**src/rtl/uart_cfg_pkg.sv**
```systemverilog
// uart_cfg_pkg: shared FSM states, line-format encodings and data-width limits
// for the configurable UART transmitter.
package uart_cfg_pkg;

  typedef enum logic [2:0] {
    IDLE,
    START,
    DATA,
    PARITY,
    STOP
  } state_t;

  localparam logic [1:0] PAR_NONE  = 2'b00;
  localparam logic [1:0] PAR_EVEN  = 2'b01;
  localparam logic [1:0] PAR_ODD   = 2'b10;
  localparam logic [1:0] PAR_NONE2 = 2'b11;

  localparam logic [1:0] STOP_1    = 2'b00;
  localparam logic [1:0] STOP_1H   = 2'b01;
  localparam logic [1:0] STOP_2    = 2'b10;
  localparam logic [1:0] STOP_2B   = 2'b11;

  localparam logic [3:0] DBITS_MIN    = 4'd5;
  localparam int         DBIT_MAX_DEF = 9;

  function automatic logic [3:0] clamp_dbits(
    input logic [3:0] d,
    input logic [3:0] dmax
  );
    logic [3:0] r;
    r = d;
    if (d < DBITS_MIN)
      r = DBITS_MIN;
    else if (d > dmax)
      r = dmax;
    return r;
  endfunction

endpackage

```
**src/rtl/uart_tx_cfg.sv**
```systemverilog
// uart_tx_cfg: UART transmitter with per-frame data width, parity and stop length.
// Parity generation exists only when UART_TX_CFG_PARITY_EN is defined.
module uart_tx_cfg
  import uart_cfg_pkg::*;
#(
  parameter int DBIT_MAX = DBIT_MAX_DEF,
  parameter int OVS      = 16
) (
  input  logic                clk,
  input  logic                rst_n,
  input  logic                s_tick,
  input  logic                tx_valid,
  output logic                tx_ready,
  input  logic [DBIT_MAX-1:0] din,
  input  logic [3:0]          dbits,
  input  logic [1:0]          parity_mode,
  input  logic [1:0]          stop_mode,
  output logic                busy,
  output logic                tx_done_tick,
  output logic                tx
);

  localparam int            TW       = $clog2(2 * OVS);
  localparam logic [TW-1:0] T_ONE    = TW'(1);
  localparam logic [TW-1:0] LAST_BIT = TW'(OVS - 1);
  localparam logic [TW-1:0] LAST_1H  = TW'((3 * OVS) / 2 - 1);
  localparam logic [TW-1:0] LAST_2   = TW'(2 * OVS - 1);

  state_t              state_q, state_d;
  logic [TW-1:0]       tick_q, tick_d;
  logic [3:0]          bit_q, bit_d;
  logic [DBIT_MAX-1:0] shreg_q, shreg_d;
  logic [3:0]          nbits_q;
  logic [3:0]          nb_in;
  logic [1:0]          stop_q;
  logic [TW-1:0]       stop_last;
  logic                tx_q, tx_d;
  logic                accept;
  logic                tick_end;
  logic                done;

`ifdef UART_TX_CFG_PARITY_EN
  logic pen_q, par_q;
  logic pen_in, par_in;
`else
  logic unused_par;
  assign unused_par = ^parity_mode;
`endif

  assign nb_in  = clamp_dbits(dbits, 4'(DBIT_MAX));
  assign accept = (state_q == IDLE) && tx_valid;

`ifdef UART_TX_CFG_PARITY_EN
  assign pen_in = (parity_mode == PAR_EVEN) ||
                  (parity_mode == PAR_ODD);

  // Odd parity seeds the XOR with 1; bits above the clamped width are masked.
  always_comb begin
    par_in = (parity_mode == PAR_ODD);
    for (int i = 0; i < DBIT_MAX; i++)
      if (i < int'(nb_in))
        par_in = par_in ^ din[i];
  end
`endif

  always_comb begin
    stop_last = LAST_BIT;
    unique case (1'b1)
      stop_q == STOP_1H: stop_last = LAST_1H;
      stop_q[1]:         stop_last = LAST_2;
      default:           stop_last = LAST_BIT;
    endcase
  end

  assign tick_end = s_tick &&
    (tick_q == ((state_q == STOP) ? stop_last : LAST_BIT));

  always_comb begin
    state_d = state_q;
    tick_d  = tick_q;
    bit_d   = bit_q;
    shreg_d = shreg_q;
    done    = 1'b0;
    if (s_tick && state_q != IDLE)
      tick_d = tick_end ? '0 : tick_q + T_ONE;
    unique case (state_q)
      IDLE: begin
        if (tx_valid) begin
          state_d = START;
          tick_d  = '0;
          bit_d   = '0;
          shreg_d = din;
        end
      end
      START: begin
        if (tick_end)
          state_d = DATA;
      end
      DATA: begin
        if (tick_end) begin
          shreg_d = shreg_q >> 1;
          if (bit_q == nbits_q - 4'd1) begin
            bit_d = '0;
`ifdef UART_TX_CFG_PARITY_EN
            state_d = pen_q ? PARITY : STOP;
`else
            state_d = STOP;
`endif
          end else begin
            bit_d = bit_q + 4'd1;
          end
        end
      end
`ifdef UART_TX_CFG_PARITY_EN
      PARITY: begin
        if (tick_end)
          state_d = STOP;
      end
`endif
      STOP: begin
        if (tick_end) begin
          state_d = IDLE;
          done    = 1'b1;
        end
      end
      default: begin
        state_d = IDLE;
        tick_d  = '0;
        bit_d   = '0;
      end
    endcase
  end

  always_comb begin
    tx_d = 1'b1;
    unique case (state_q)
      START:   tx_d = 1'b0;
      DATA:    tx_d = shreg_q[0];
`ifdef UART_TX_CFG_PARITY_EN
      PARITY:  tx_d = par_q;
`endif
      default: tx_d = 1'b1;
    endcase
  end

  always_ff @(posedge clk or negedge rst_n) begin
    if (!rst_n) begin
      state_q <= IDLE;
      tick_q  <= '0;
      bit_q   <= '0;
      shreg_q <= '0;
      nbits_q <= '0;
      stop_q  <= '0;
      tx_q    <= 1'b1;
    end else begin
      state_q <= state_d;
      tick_q  <= tick_d;
      bit_q   <= bit_d;
      shreg_q <= shreg_d;
      tx_q    <= tx_d;
      if (accept) begin
        nbits_q <= nb_in;
        stop_q  <= stop_mode;
      end
    end
  end

`ifdef UART_TX_CFG_PARITY_EN
  always_ff @(posedge clk or negedge rst_n) begin
    if (!rst_n) begin
      pen_q <= 1'b0;
      par_q <= 1'b0;
    end else if (accept) begin
      pen_q <= pen_in;
      par_q <= par_in;
    end
  end
`endif

  assign tx_ready     = (state_q == IDLE);
  assign busy         = ~tx_ready;
  assign tx_done_tick = done;
  assign tx           = tx_q;

endmodule
```
**config.mk**
```make
export PLATFORM = sky130hd
export DESIGN_NAME = uart_tx_cfg
export DESIGN_NICKNAME = d
export VERILOG_FILES = /design/src/rtl/uart_cfg_pkg.sv /design/src/rtl/uart_tx_cfg.sv
export SDC_FILE = /design/constraint.sdc
export NUM_CORES = 1
export LEC_CHECK = 0
export CAP_MARGIN = 5
export CORE_AREA = 3 3 80 74
export CTS_CLUSTER_SIZE = 10
export DETAILED_ROUTE_END_ITERATION = 12
export DIE_AREA = 0 0 83 77
export PLACE_DENSITY = 0.51
export SYNTH_ARGS = -nofsm -noshare
export SYNTH_HDL_FRONTEND = slang
export SYNTH_SLANG_ARGS = --single-unit
```
**constraint.sdc**
```tcl
create_clock -name clk -period 2.8 [get_ports clk]
set_input_delay 0.7 -clock clk [delete_from_list [all_inputs] [get_ports clk]]
set_output_delay 0.7 -clock clk [all_outputs]
set_load 0.1 [all_outputs]
```
### Yosys cells after proc, flatten, opt, wreduce, memory -nomap -nowiden

Index checks and enable logic that the tools add are counted.

| word-level totals | value |
|---|---|
| output and inout bits | 4 |
| flip-flop bits (word level) | 28 |
| bits of input ports | 21 |

| cells by class | value |
|---|---|
| magnitude comparators | 2 |
| mux-type cells | 24 |
| bitwise logic cells | 2 |
| equality and inequality tests | 11 |
| add/subtract/negate cells | 3 |
| reduce and logical (&&, ||, !) cells | 11 |

Operator list:

| kind | number |
|---|---|
| $mux W4 | 5 |
| $mux W5 | 4 |
| $pmux W5 S2 | 2 |
| $mux W9 | 2 |
| $pmux W9 S2 | 1 |
| $mux W3 | 5 |
| $pmux W3 S4 | 1 |
| $pmux W4 S3 | 1 |
| $ne A2 B2 Y1 const B | 5 |
| $reduce_and A3 Y1 | 2 |
| $add A5 B1 Y5 const B | 1 |
| $eq A5 B5 Y1 | 1 |
| $reduce_and A5 Y1 | 1 |
| $add A4 B1 Y4 const B | 1 |
| $eq A4 B4 Y1 | 1 |
| $gt A4 B4 Y1 const B | 1 |
| $lt A4 B3 Y1 const B | 1 |
| $sub A4 B1 Y4 const B | 1 |
| $eq A3 B1 Y1 const B | 1 |
| $eq A3 B2 Y1 const B | 1 |
| $eq A3 B3 Y1 const B | 1 |
| $logic_and A1 B1 Y1 | 3 |
| $logic_not A3 Y1 | 1 |
| $reduce_bool A3 Y1 | 1 |
| other kinds (7) | 9 |

### Logic depth before layout (Yosys ltp)

| logic depth | value |
|---|---|
| depth in word-level cells | 9 |
| mapped depth | 7 |

### Worst setup path before layout

No wires, ideal clock.

| timing | value |
|---|---|
| kind | reg-to-output |
| start point | register state_q[0] |
| end point | output port tx_done_tick |
| data required time | 2.100 ns |
| slack | -0.310 ns |
| arrival | 2.410 ns |
| buffers on the path | 0 |
| cell stages (with the launch flop) | 5 |
| cells stage by stage | dfrtp_1 nor3b_2 a32o_1 o21ai_0 nor2_1 |

| between the ends | value |
|---|---|
| cells in the longest elaborated chain, start to end | 6 |

Ends and longest elaborated chain:

| item | line | text |
|---|---|---|
| start, declared | uart_tx_cfg.sv:29 | `state_t state_q, state_d;` |
| start signal, assigned | uart_tx_cfg.sv:156 | `state_q <= state_d;` |
| $eq A3 B3 Y1 (*) | uart_tx_cfg.sv:76, uart_tx_cfg.sv:86 |  |
| $mux W5 | uart_tx_cfg.sv:76 | `(tick_q == ((state_q == STOP) ? stop_last : LAST_BIT));` |
| $eq A5 B5 Y1 | uart_tx_cfg.sv:76 |  |
| $logic_and A1 B1 Y1 | uart_tx_cfg.sv:75 | `assign tick_end = s_tick &&` |
| $mux W1 | uart_tx_cfg.sv:121 | `if (tick_end) begin` |
| $mux W1 (*) | uart_tx_cfg.sv:86 | `unique case (state_q)` |
| end, declared | uart_tx_cfg.sv:19 | `output logic tx_done_tick,` |

Mark *: on every way between the ends. The rest lies on a longest branch, timed or not.

### Final worst setup path

Same ends and word-level chain as after synthesis.

==> impl_metrics.toml <==
[sta]
finalSetupViolCount = 0
max_freq_mhz = 376
clock_skew_ps = 2.77
worst_pin_slew_ps = 768
grt_setup_unrepaired = "no"
finalMaxSlewViolations = 0
tns_ps = 0
slew_headroom_pct = 48.8
period_share_pct = 95.1
final-hold-violation-count = 0
period_needed_ps = 2660

[critical_path]
start_kind = "register"
crit_chain = "nor3b_2, mux2_4, o21ai_0, nor2_2, buf_12"
end_kind = "primary output"
path_max_fanout = 8
critical_path_buf_inv_count = 1
crit_type = "register to primary output"
crit_family = "flip-flops"
cpPeakStageDelay_ps = 470
crit_required_ps = 2100
critical_path.slowest_cell = "dfrtp_1"
cp.arrival_ps = 1960

[placed_design]
gp_congestion = 0.721
postPlaceCellArea_um2 = 1830
port_buffers = 22
dp_hpwl_um = 2390

[outcome]
outcome = "complete, no violations"

[synthesis]
synthesis.nets = 183
synth_edf_count = 0
synth-main-ff-cell = "dfrtp_1"
synthCells = 159
ys_types = 41
yosys_warnings = 0
ys_seq_area_share_pct = 47.5
async_flop_share_pct = 100
netlist_area_um2 = 1480
syn_area_per_cell_um2 = 9.30
synth-seq-cells = 28

[cts]
clk_pin_slew_ps = 100
cts_buffers = 3
cts_setup_buffers = 0
hold_buffers = 0
cts.sinks = 28
insertion_delay_ps = 280
post_cts_resized = 0
cts.path.max_buffers = 2
h-tree-depth = 1
clockRootBuffer = "clkbuf_8"
cts_tree = "built"

[floorplanning]
design.core.area_um2 = 5190
io_pins = 25
die_y_um = 77
die_area_um2 = 6390
initial_utilization_pct = 28.5
row_count = 25
dieWidth_um = 83

[layout]
layout-drive-gt1-share_pct = 13.9
antennaDiodeCount = 0
final_common_cell = "dfrtp_1"
nets = 212
final_cell_mix = "27 x dfrtp_1, 24 x nand2_1, 18 x clkdlybuf4s50_1, 15 x nor2_1, 12 x a21oi_1"
syn_to_final_growth_pct = 27.6
final_area_um2 = 1890

[job]
maxCapViolations = 0

[route]
drc = 0
drt_iter0_markers = 54
routedWlPerCell_um = 12.8
viasPerCell = 4.85
drtPass1Iterations = 4
wl_um = 3260
vias = 1231
ant_nets = 0

[global_route]
gr-usage-all-layers_pct = 10.9
grt_overflow_total = 0
grt_max_degree = 29
grt_pass1_wl_um = 5860
antenna_found_initial = 0
grt_pass1_vias = 1312

[power]
ir_worst_vdd_mv = 0.364
p_per_area_nw_per_um2 = 807
p_leak_nw = 0.778

[hold_path]
hp-class = "register to register"
## sequential cells by signal (all words and copies together) (netlist names)
name     flops
stop_q       2
state_q      3
shreg_q      9
nbits_q      4
tx           1
tick_q       5
bit_q        4
## power breakdown
group | internal, W | switching [W] | total (W) | leakage (nW)
Sequential | 0.000548 | 0.000101 | 0.000649 | 0.337
Combinational | 0.000255 | 0.000362 | 0.000617 | 0.412
Clock | 0.000126 | 0.000131 | 0.000257 | 0.0288
Total | 0.000929 | 0.000594 | 0.00152 | 0.778
## metal layers
layer / share of wire, % / routed length [um] / global-route usage [%]
met5: 0 / 0 / 0
met4: 0.58 / 19 / 2.45
met3: 4.2 / 137 / 3.01
met2: 49 / 1590 / 18.3
met1: 46 / 1510 / 14.0
## area by class of cell
type,instances,area [um^2]
repair buffers,28,280
flip-flops and latches,28,702
fillers,547,3310
clock buffers,4,55.1
well taps,67,83.8
multi-input cells,119,732
inverters,8,33.8
## cell usage after synthesis, types with 2 or more instances
library cell   n  area [um^2]
inv_1          8         30.0
a21oi_1       12         60.1
o211ai_1       2         15.0
nand2_1       24         90.1
nor2_1        16         60.1
ha_1           3         37.5
and3_1         2         12.5
xor2_1         4         35.0
o22ai_1        9         56.3
buf_2          3         15.0
or3_1          3         18.8
dfrtp_1       27          676
xnor2_1        3         26.3
nand3b_1       2         15.0
nand3_1        8         40.0
nor2b_1        3         18.8
o21ai_0        5         25.0
nor3_1         2         10.0
## worst paths after layout
check / cells after the start / end / slack (ps) / startpoint
worst max-delay path: 5 / tx_done_tick / 140 / state_q[0]
worst min-delay path: 2 / nbits_q[3] / 510 / nbits_q[3]
worst max register to register: 5 / shreg_q[4] / 570 / state_q[0]
worst min register to register: 2 / nbits_q[3] / 510 / nbits_q[3]
max in group asynchronous: 2 / tx / 1690 / rst_n
min in group asynchronous: 2 / stop_q[1] / 800 / rst_n
## through the flow
step | cells | setup slack (ps) | hold WS [ps] | power (W) | util (%)
after global placement | 250 | 242 | 484 | 0.00126 | 35.3
after global routing | 254 | 19.5 | 548 | 0.00164 | 36.3
final | 254 | 138 | 512 | 0.00152 | 36.3
after detailed placement | 250 | 233 | 497 | 0.00128 | 35.3
after CTS | 254 | 137 | 522 | 0.00155 | 36.3
after floorplan | 159 | 137 | 404 | 0.00111 | -
## worst reg2reg max path, stage by stage (launching register included)
cell and delay [ps]:
dfrtp_1 470, nor3b_2 340, mux2_4 360, o2111ai_2 650
o22ai_1 200, a21oi_1 150
## kinds of logic (layout without fill, tap and decap cells)
group / count (synthesis) / count (layout) / synth area share (%)
compound gates: 40 / 40 / 18.8
xor+xnor: 7 / 7 / 4.15
fa+ha+maj: 3 / 3 / 2.54
buf+inv: 12 / 40 / 3.30
flops: 28 / 28 / 47.5
mux: 2 / 2 / 1.69
simple gates: 67 / 67 / 22.1
(Power assumes the default switching activity.)
